### config.mk
export PLATFORM = sky130hd
export DESIGN_NAME = mc_main_ctrl
export DESIGN_NICKNAME = d
export VERILOG_FILES = /design/src/rtl/mc_main_ctrl.sv
export SDC_FILE = /design/constraint.sdc
export NUM_CORES = 1
export LEC_CHECK = 0
export BUFFER_PORTS_ARGS = -buffer_cell sky130_fd_sc_hd__buf_2
export CAP_MARGIN = 20
export CORE_MARGIN = 10
export CORE_UTILIZATION = 40
export DETAILED_ROUTE_END_ITERATION = 10
export PLACE_DENSITY = 0.73
export REMOVE_ABC_BUFFERS = 1
export SETUP_SLACK_MARGIN = 0.15
export SYNTH_ARGS = -nofsm -noshare
export SYNTH_HDL_FRONTEND = slang
export SYNTH_SLANG_ARGS = --single-unit
export TNS_END_PERCENT = 1
### constraint.sdc
create_clock -name clk -period 3 [get_ports clk]
set_input_delay 0.6 -clock clk [delete_from_list [all_inputs] [get_ports clk]]
set_output_delay 0.6 -clock clk [all_outputs]
set_load 0.005 [all_outputs]
### src/rtl/mc_main_ctrl.sv
// mc_main_ctrl - main control FSM of the multi-cycle MIPS CPU.
//
// Walks every instruction through fetch, decode, execute, memory and
// write-back. All datapath selects and strobes are Moore outputs decoded
// from the state register. The exceptions are FETCH (PC/IR loads wait for
// mem_ready) and DECODE (illegal_op flags an unknown opcode).
//
// Optional feature: define MC_ANDI_EN to decode andi (001100) through
// ANDI_EX/ANDI_WB. Without it, andi is an illegal opcode.
//
// Ports:
//   clk, rst         rising-edge clock, async active-high reset
//   opcode[5:0]      IR[31:26], sampled only in DECODE and MEM_ADR
//   mem_ready        memory finishes the current access this cycle
//   pc_write, pc_write_cond, pc_source[1:0]   PC update controls
//   i_or_d, mem_read, mem_write, ir_write     memory interface controls
//   mem_to_reg, reg_dst, reg_write            register file controls
//   alu_src_a, alu_src_b[1:0], alu_op[1:0]    ALU operand/op selects
//   illegal_op       one-cycle pulse in DECODE for an unknown opcode
//   state_o          current state (debug)
module mc_main_ctrl #(
  parameter int STATE_W = 4
) (
  input  logic               clk,
  input  logic               rst,
  input  logic [5:0]         opcode,
  input  logic               mem_ready,
  output logic               pc_write,
  output logic               pc_write_cond,
  output logic               i_or_d,
  output logic               mem_read,
  output logic               mem_write,
  output logic               ir_write,
  output logic               mem_to_reg,
  output logic               reg_dst,
  output logic               reg_write,
  output logic               alu_src_a,
  output logic [1:0]         alu_src_b,
  output logic [1:0]         alu_op,
  output logic [1:0]         pc_source,
  output logic               illegal_op,
  output logic [STATE_W-1:0] state_o
);

  localparam logic [5:0] OP_R    = 6'b000000;
  localparam logic [5:0] OP_LW   = 6'b100011;
  localparam logic [5:0] OP_SW   = 6'b101011;
  localparam logic [5:0] OP_BEQ  = 6'b000100;
  localparam logic [5:0] OP_J    = 6'b000010;
  localparam logic [5:0] OP_ADDI = 6'b001000;
`ifdef MC_ANDI_EN
  localparam logic [5:0] OP_ANDI = 6'b001100;
`endif

  typedef enum logic [STATE_W-1:0] {
    FETCH   = 4'd0,  DECODE  = 4'd1,  MEM_ADR = 4'd2,  MEM_RD  = 4'd3,
    MEM_WB  = 4'd4,  MEM_WR  = 4'd5,  R_EX    = 4'd6,  R_WB    = 4'd7,
    BEQ     = 4'd8,  JUMP    = 4'd9,  ADDI_EX = 4'd10, ADDI_WB = 4'd11,
    ANDI_EX = 4'd12, ANDI_WB = 4'd13
  } state_t;

  state_t state, state_n;

  always_ff @(posedge clk or posedge rst) begin
    if (rst) state <= FETCH;
    else     state <= state_n;
  end

  // Next state. Encodings that are not decoded below (14-15, and 12-13
  // without andi) fall to the default and recover to FETCH.
  always_comb begin
    state_n = FETCH;
    case (state)
      FETCH:   state_n = mem_ready ? DECODE : FETCH;
      DECODE: begin
        case (opcode)
          OP_LW, OP_SW: state_n = MEM_ADR;
          OP_R:         state_n = R_EX;
          OP_BEQ:       state_n = BEQ;
          OP_J:         state_n = JUMP;
          OP_ADDI:      state_n = ADDI_EX;
`ifdef MC_ANDI_EN
          OP_ANDI:      state_n = ANDI_EX;
`endif
          default:      state_n = FETCH;
        endcase
      end
      MEM_ADR: state_n = (opcode == OP_SW) ? MEM_WR : MEM_RD;
      MEM_RD:  state_n = mem_ready ? MEM_WB : MEM_RD;
      MEM_WR:  state_n = mem_ready ? FETCH : MEM_WR;
      R_EX:    state_n = R_WB;
      ADDI_EX: state_n = ADDI_WB;
`ifdef MC_ANDI_EN
      ANDI_EX: state_n = ANDI_WB;
`endif
      default: state_n = FETCH;
    endcase
  end

  // Outputs. Everything is forced low while rst is high, so FETCH's
  // mem_read does not leak out during reset.
  always_comb begin
    pc_write      = 1'b0;
    pc_write_cond = 1'b0;
    i_or_d        = 1'b0;
    mem_read      = 1'b0;
    mem_write     = 1'b0;
    ir_write      = 1'b0;
    mem_to_reg    = 1'b0;
    reg_dst       = 1'b0;
    reg_write     = 1'b0;
    alu_src_a     = 1'b0;
    alu_src_b     = 2'b00;
    alu_op        = 2'b00;
    pc_source     = 2'b00;
    illegal_op    = 1'b0;
    state_o       = '0;
    if (!rst) begin
      state_o = state;
      case (state)
        FETCH: begin
          mem_read  = 1'b1;
          alu_src_b = 2'b01;
          ir_write  = mem_ready;
          pc_write  = mem_ready;
        end
        DECODE: begin
          alu_src_b  = 2'b11;
          // Illegal exactly when decode falls back to FETCH.
          illegal_op = (state_n == FETCH);
        end
        MEM_ADR: begin
          alu_src_a = 1'b1;
          alu_src_b = 2'b10;
        end
        MEM_RD: begin
          mem_read = 1'b1;
          i_or_d   = 1'b1;
        end
        MEM_WB: begin
          reg_write  = 1'b1;
          mem_to_reg = 1'b1;
        end
        MEM_WR: begin
          mem_write = 1'b1;
          i_or_d    = 1'b1;
        end
        R_EX: begin
          alu_src_a = 1'b1;
          alu_op    = 2'b10;
        end
        R_WB: begin
          reg_write = 1'b1;
          reg_dst   = 1'b1;
        end
        BEQ: begin
          alu_src_a     = 1'b1;
          alu_op        = 2'b01;
          pc_write_cond = 1'b1;
          pc_source     = 2'b01;
        end
        JUMP: begin
          pc_write  = 1'b1;
          pc_source = 2'b10;
        end
        ADDI_EX: begin
          alu_src_a = 1'b1;
          alu_src_b = 2'b10;
        end
        ADDI_WB: reg_write = 1'b1;
`ifdef MC_ANDI_EN
        ANDI_EX: begin
          alu_src_a = 1'b1;
          alu_src_b = 2'b10;
          alu_op    = 2'b11;
        end
        ANDI_WB: reg_write = 1'b1;
`endif
        default: ;
      endcase
    end
  end

endmodule
; Word-level counts from Yosys, hierarchy flattened
; Index checks and enable logic that the tools add are counted.
[word_totals]
regBits = 4
in_bits = 9
output_inout_bits = 21
word_cells = 61
[op_classes]
n_eq_ne = 16
n_mux = 35
reduce_logical = 9
[ops]
columns = op, n
row1 = 4-bit one-hot mux with 7 select lines, 1
row2 = 1-bit 2-to-1 mux, 22
row3 = 4-bit one-hot mux with 5 select lines, 1
row4 = 4-bit by 3-bit equality test with 1-bit output (second input constant), 4
row5 = 4-bit equality test (second input constant), 4
row6 = 6-bit equality test (second input constant), 2
row7 = 3-bit 2-to-1 mux, 3
row8 = 4-bit by 2-bit equality test with 1-bit output (second input constant), 2
row9 = 4-bit zero test, 2
row10 = 2-bit one-hot mux with 2 select lines, 2
row11 = 2-bit OR reduction, 4
row12 = 6-bit by 2-bit equality test with 1-bit output (second input constant), 1
row13 = 6-bit by 3-bit equality test with 1-bit output (second input constant), 1
row14 = 6-bit by 4-bit equality test with 1-bit output (second input constant), 1
row15 = 6-bit zero test, 1
row16 = 2-bit 2-to-1 mux, 3
row17 = 2-bit one-hot mux with 3 select lines, 1
row18 = 4-bit by 1-bit equality test with 1-bit output (second input constant), 1
row19 = 4-bit 2-to-1 mux, 1
row20 = 4-bit OR reduction, 1
row21 = 3-bit OR reduction, 1
row22 = 1-bit one-hot mux with 2 select lines, 1

; Depth between registers and ports, before layout
[logic_depth]
ltp_word = 7
ltp_mapped = 5
depth_no_buf = 4

; Worst setup path before layout
; No wires, ideal clock.
[synth_path]
path_type = reg-to-output
start = register state[2]
end = output illegal_op
arrival_ns = 1.377
required_time_ns = 2.400
setup_slack_ns = 1.023
path_stages_with_launch = 5
n_path_buf = 0
cell_sequence = dfrtp_1 > or2_4 > or4_4 > o221ai_2 > nor2_1
[synth_between]
elab_chain_cells = 5
elab_cells_between_ends = 11
classes_between = eq/ne: 6 / mux: 3 / reduce/logical: 2
[synth_rtl]
columns = item, line
row1 = "start, declared", 62  ; state_t state, state_n;
row2 = "start signal, assigned", 66  ; else state <= state_n;
row3 = 4-bit equality test (tied with other cells), 73  ; case (state)
row4 = 4-bit one-hot mux with 7 select lines *, 73
row5 = net state_n[1], 62
row6 = 4-bit zero test *, 130  ; illegal_op = (state_n == FETCH);
row7 = 1-bit 2-to-1 mux *, 120  ; case (state)
row8 = 1-bit 2-to-1 mux *, 118  ; if (!rst) begin
row9 = "end, declared", 41  ; output logic illegal_op,
; Mark *: on every way through the listed nets, which the timed path passes. The rest lies on a longest branch.

; Worst setup path in the final report
[layout_path]
start = register state[1]
end = output illegal_op
; Same word-level chain as after synthesis.

==> reports/qor.csv <==
metric;value;unit
outcome;completed;
tns;0;ns
clk_path_buf_depth;2;
die_area;3260;um2
postCtsSetupRepairBufs;0;
dr.pass1.iters;4;
largest_register_ffs;4;
critPathKind;flop to primary output;
pwr-share-comb;58.4;%
holdCritPathClass;input pin to asynchronous set/reset pin;
max_freq;387.3;MHz
syn_avg_cell_area;6.882;um2
cts_inserted_buffers;3;
grt.total_usage;9.295;%
grt_max_degree;16;
skew;0.005159;ns
grt_first_pass_wirelength;2.691;mm
antenna_cells;0;
hpwl;1.274;mm
final_common_cell;buf_2;
hold_viol;0;
max-slew-margin-rel;70.57;%
switching_power;0.2289;mW
rows;13;
synth_area_leaders;dfrtp_1, nor2b_1, nor3_1, nor2_1, nand2b_1;
layout_setup_ws;0.4180;ns
drt-total-wl;1.634;mm
synth_top_area_share;18.18;%
drc;0;
power_density;685.1;nW/um2
synth_cell_types;32;
cap_violations;0;
h-tree-depth;1;
gp_congestion;0.8507;
cts.hold.buffers_added;0;
crit_required;2.40;ns
final_cell_mix;buf_2, nor3_1, nor2_1, nor2b_1, nand2b_1;
intPower;0.2546;mW
final_max_slew_viol_count;0;
insertion_delay;0.23;ns
io_pins;30;
cts_resized;0;
syn_inst;80;
fin_crit_sh;86.07;%
p_leak;0.3576;nW
ys_warn_count;0;
start_util;42.31;%
period_needed;2.582;ns
core_area;1301;um2
die_h;57.10;um
seq_area_frac_synth;18.18;%
top_register;state;
ant_nets;0;
place_ws;0.6647;ns
avgViaCountPerCell;5.467;
vias;656;
setup_viol_count_final;0;
areaGrowthSynthToFinish;28.18;%
clkPwrFrac;13.6;%
clock-sinks;4;
syn-cell-area;550.5;um2
root_buffer;clkbuf_4;
vdd.ir_drop.worst;0.0002597;V
drtIter0Drc;8;
cp-end-kind;primary output;
top_regs;state x4;
critPathArrivalTime;1.98;ns
worstPathCellList;nand2b_1 > or4_4 > o221ai_2 > nor2_1 > buf_2;
cp-start-kind;flop;
grt_pass1_vias;608;
path_clk_slew;0.04;ns
cts_tree;built;
ff2ff_path_depth;3;
power.total;0.4835;mW
wl_per_cell;13.62;um
p_sw_share;47.35;%
seq_power_share;28.0;%
die_w;57.10;um
tightest_slew;0.4359;ns
slowest_delay;0.51;ns
path_max_fanout;13;
drive_above_1_share;34.29;%
grt_overflow;0;
yosys.area.top_type;dfrtp_1;
antenna_found_initial;0;
final_nets;116;
critPathSlowestCell;dfrtp_1;
rsz0062_at_grt;false;
synth_seq_cells;4;
portBuffers;29;
==> cells in the mapped netlist <==
cell type and n:
a21oi_1 2, o211ai_1 1, clkbuf_1 5, o311ai_0 2, nor4_1 1, inv_1 1, nor3_1 9, xor2_1 2
or2_2 1, o221ai_2 1, nor2_1 9, and3_1 3, and2_1 1, buf_2 1, dfrtp_1 4, nor3b_1 1
nand2b_1 5, nor2b_1 9, o22a_1 1, or2_4 1, o21a_1 1, a211oi_1 2, o211a_1 1, or4_4 1
o21ai_0 3, nand2_1 4, or4_1 1, buf_4 1, o32ai_1 1, a31oi_1 2, nand3_1 2, nand4_1 1
==> kinds of logic after synthesis <==
family | Yosys count | synth area share, %
AOI/OAI and AO/OA | 17 | 23.18
xor gates and xnor gates | 2 | 3.182
buffers and inverters | 8 | 6.363
DFF | 4 | 18.18
and+or+nand+nor | 49 | 49.09
==> metrics by stage <==
step                instances  cell area [um2]  util (%)  hold slack (ns)
global route              120            705.7     54.23           0.3782
global placement          117            683.2     52.50           0.6106
finish                    120            705.7     54.23           0.3678
CTS                       120            705.7     54.23           0.3591
floorplan                  73            519.2         -           0.3661
detailed placement        117            683.2     52.50           0.6097
==> critical path: cells and delay by family (launching register included) <==
kind,cells,cell delay [ns]
simple gates,3,0.93
flops,1,0.51
compound gates,1,0.19
buf+inv,1,0.12
==> final cells by class <==
| type | count | area [um2] |
|---|---|---|
| sequential | 4 | 100.1 |
| fill | 138 | 595.6 |
| inverter | 1 | 3.754 |
| multi-input combinational | 68 | 415.4 |
| timing repair buffer | 29 | 145.1 |
| tap | 15 | 18.77 |
| clock buffer | 3 | 22.52 |
==> path summary, 6_finish.rpt <==
check | slack (ns) | from | end
max | 0.42 | state[1] | illegal_op
min | 0.37 | rst | state[3]
max reg2reg | 1.35 | state[1] | state[1]
min reg2reg | 0.70 | state[3] | state[2]
max in group asynchronous | 2.48 | rst | state[1]
min in group clk | 0.70 | state[3] | state[2]
==> per-layer routing <==
layer  track usage [%]  vias up  part of all wire [%]
met1             10.84      297                    45
met2             15.19       15                    48
met5                 0        -                     0
met4             2.013        0                     0
met3             4.204        0                   7.3
li1                  -      344                     -
==> power groups by stage <==
stage	sequential, mW	combinational [mW]	clock [mW]
5_1_grt	0.143	0.314	0.0729
4_1_cts	0.134	0.286	0.0688
2_1_floorplan	0.116	0.193	0
3_3_place_gp	0.133	0.285	0
3_5_place_dp	0.135	0.285	0
6_report	0.135	0.282	0.0658
Note: power is estimated with default switching activity, not from simulation.
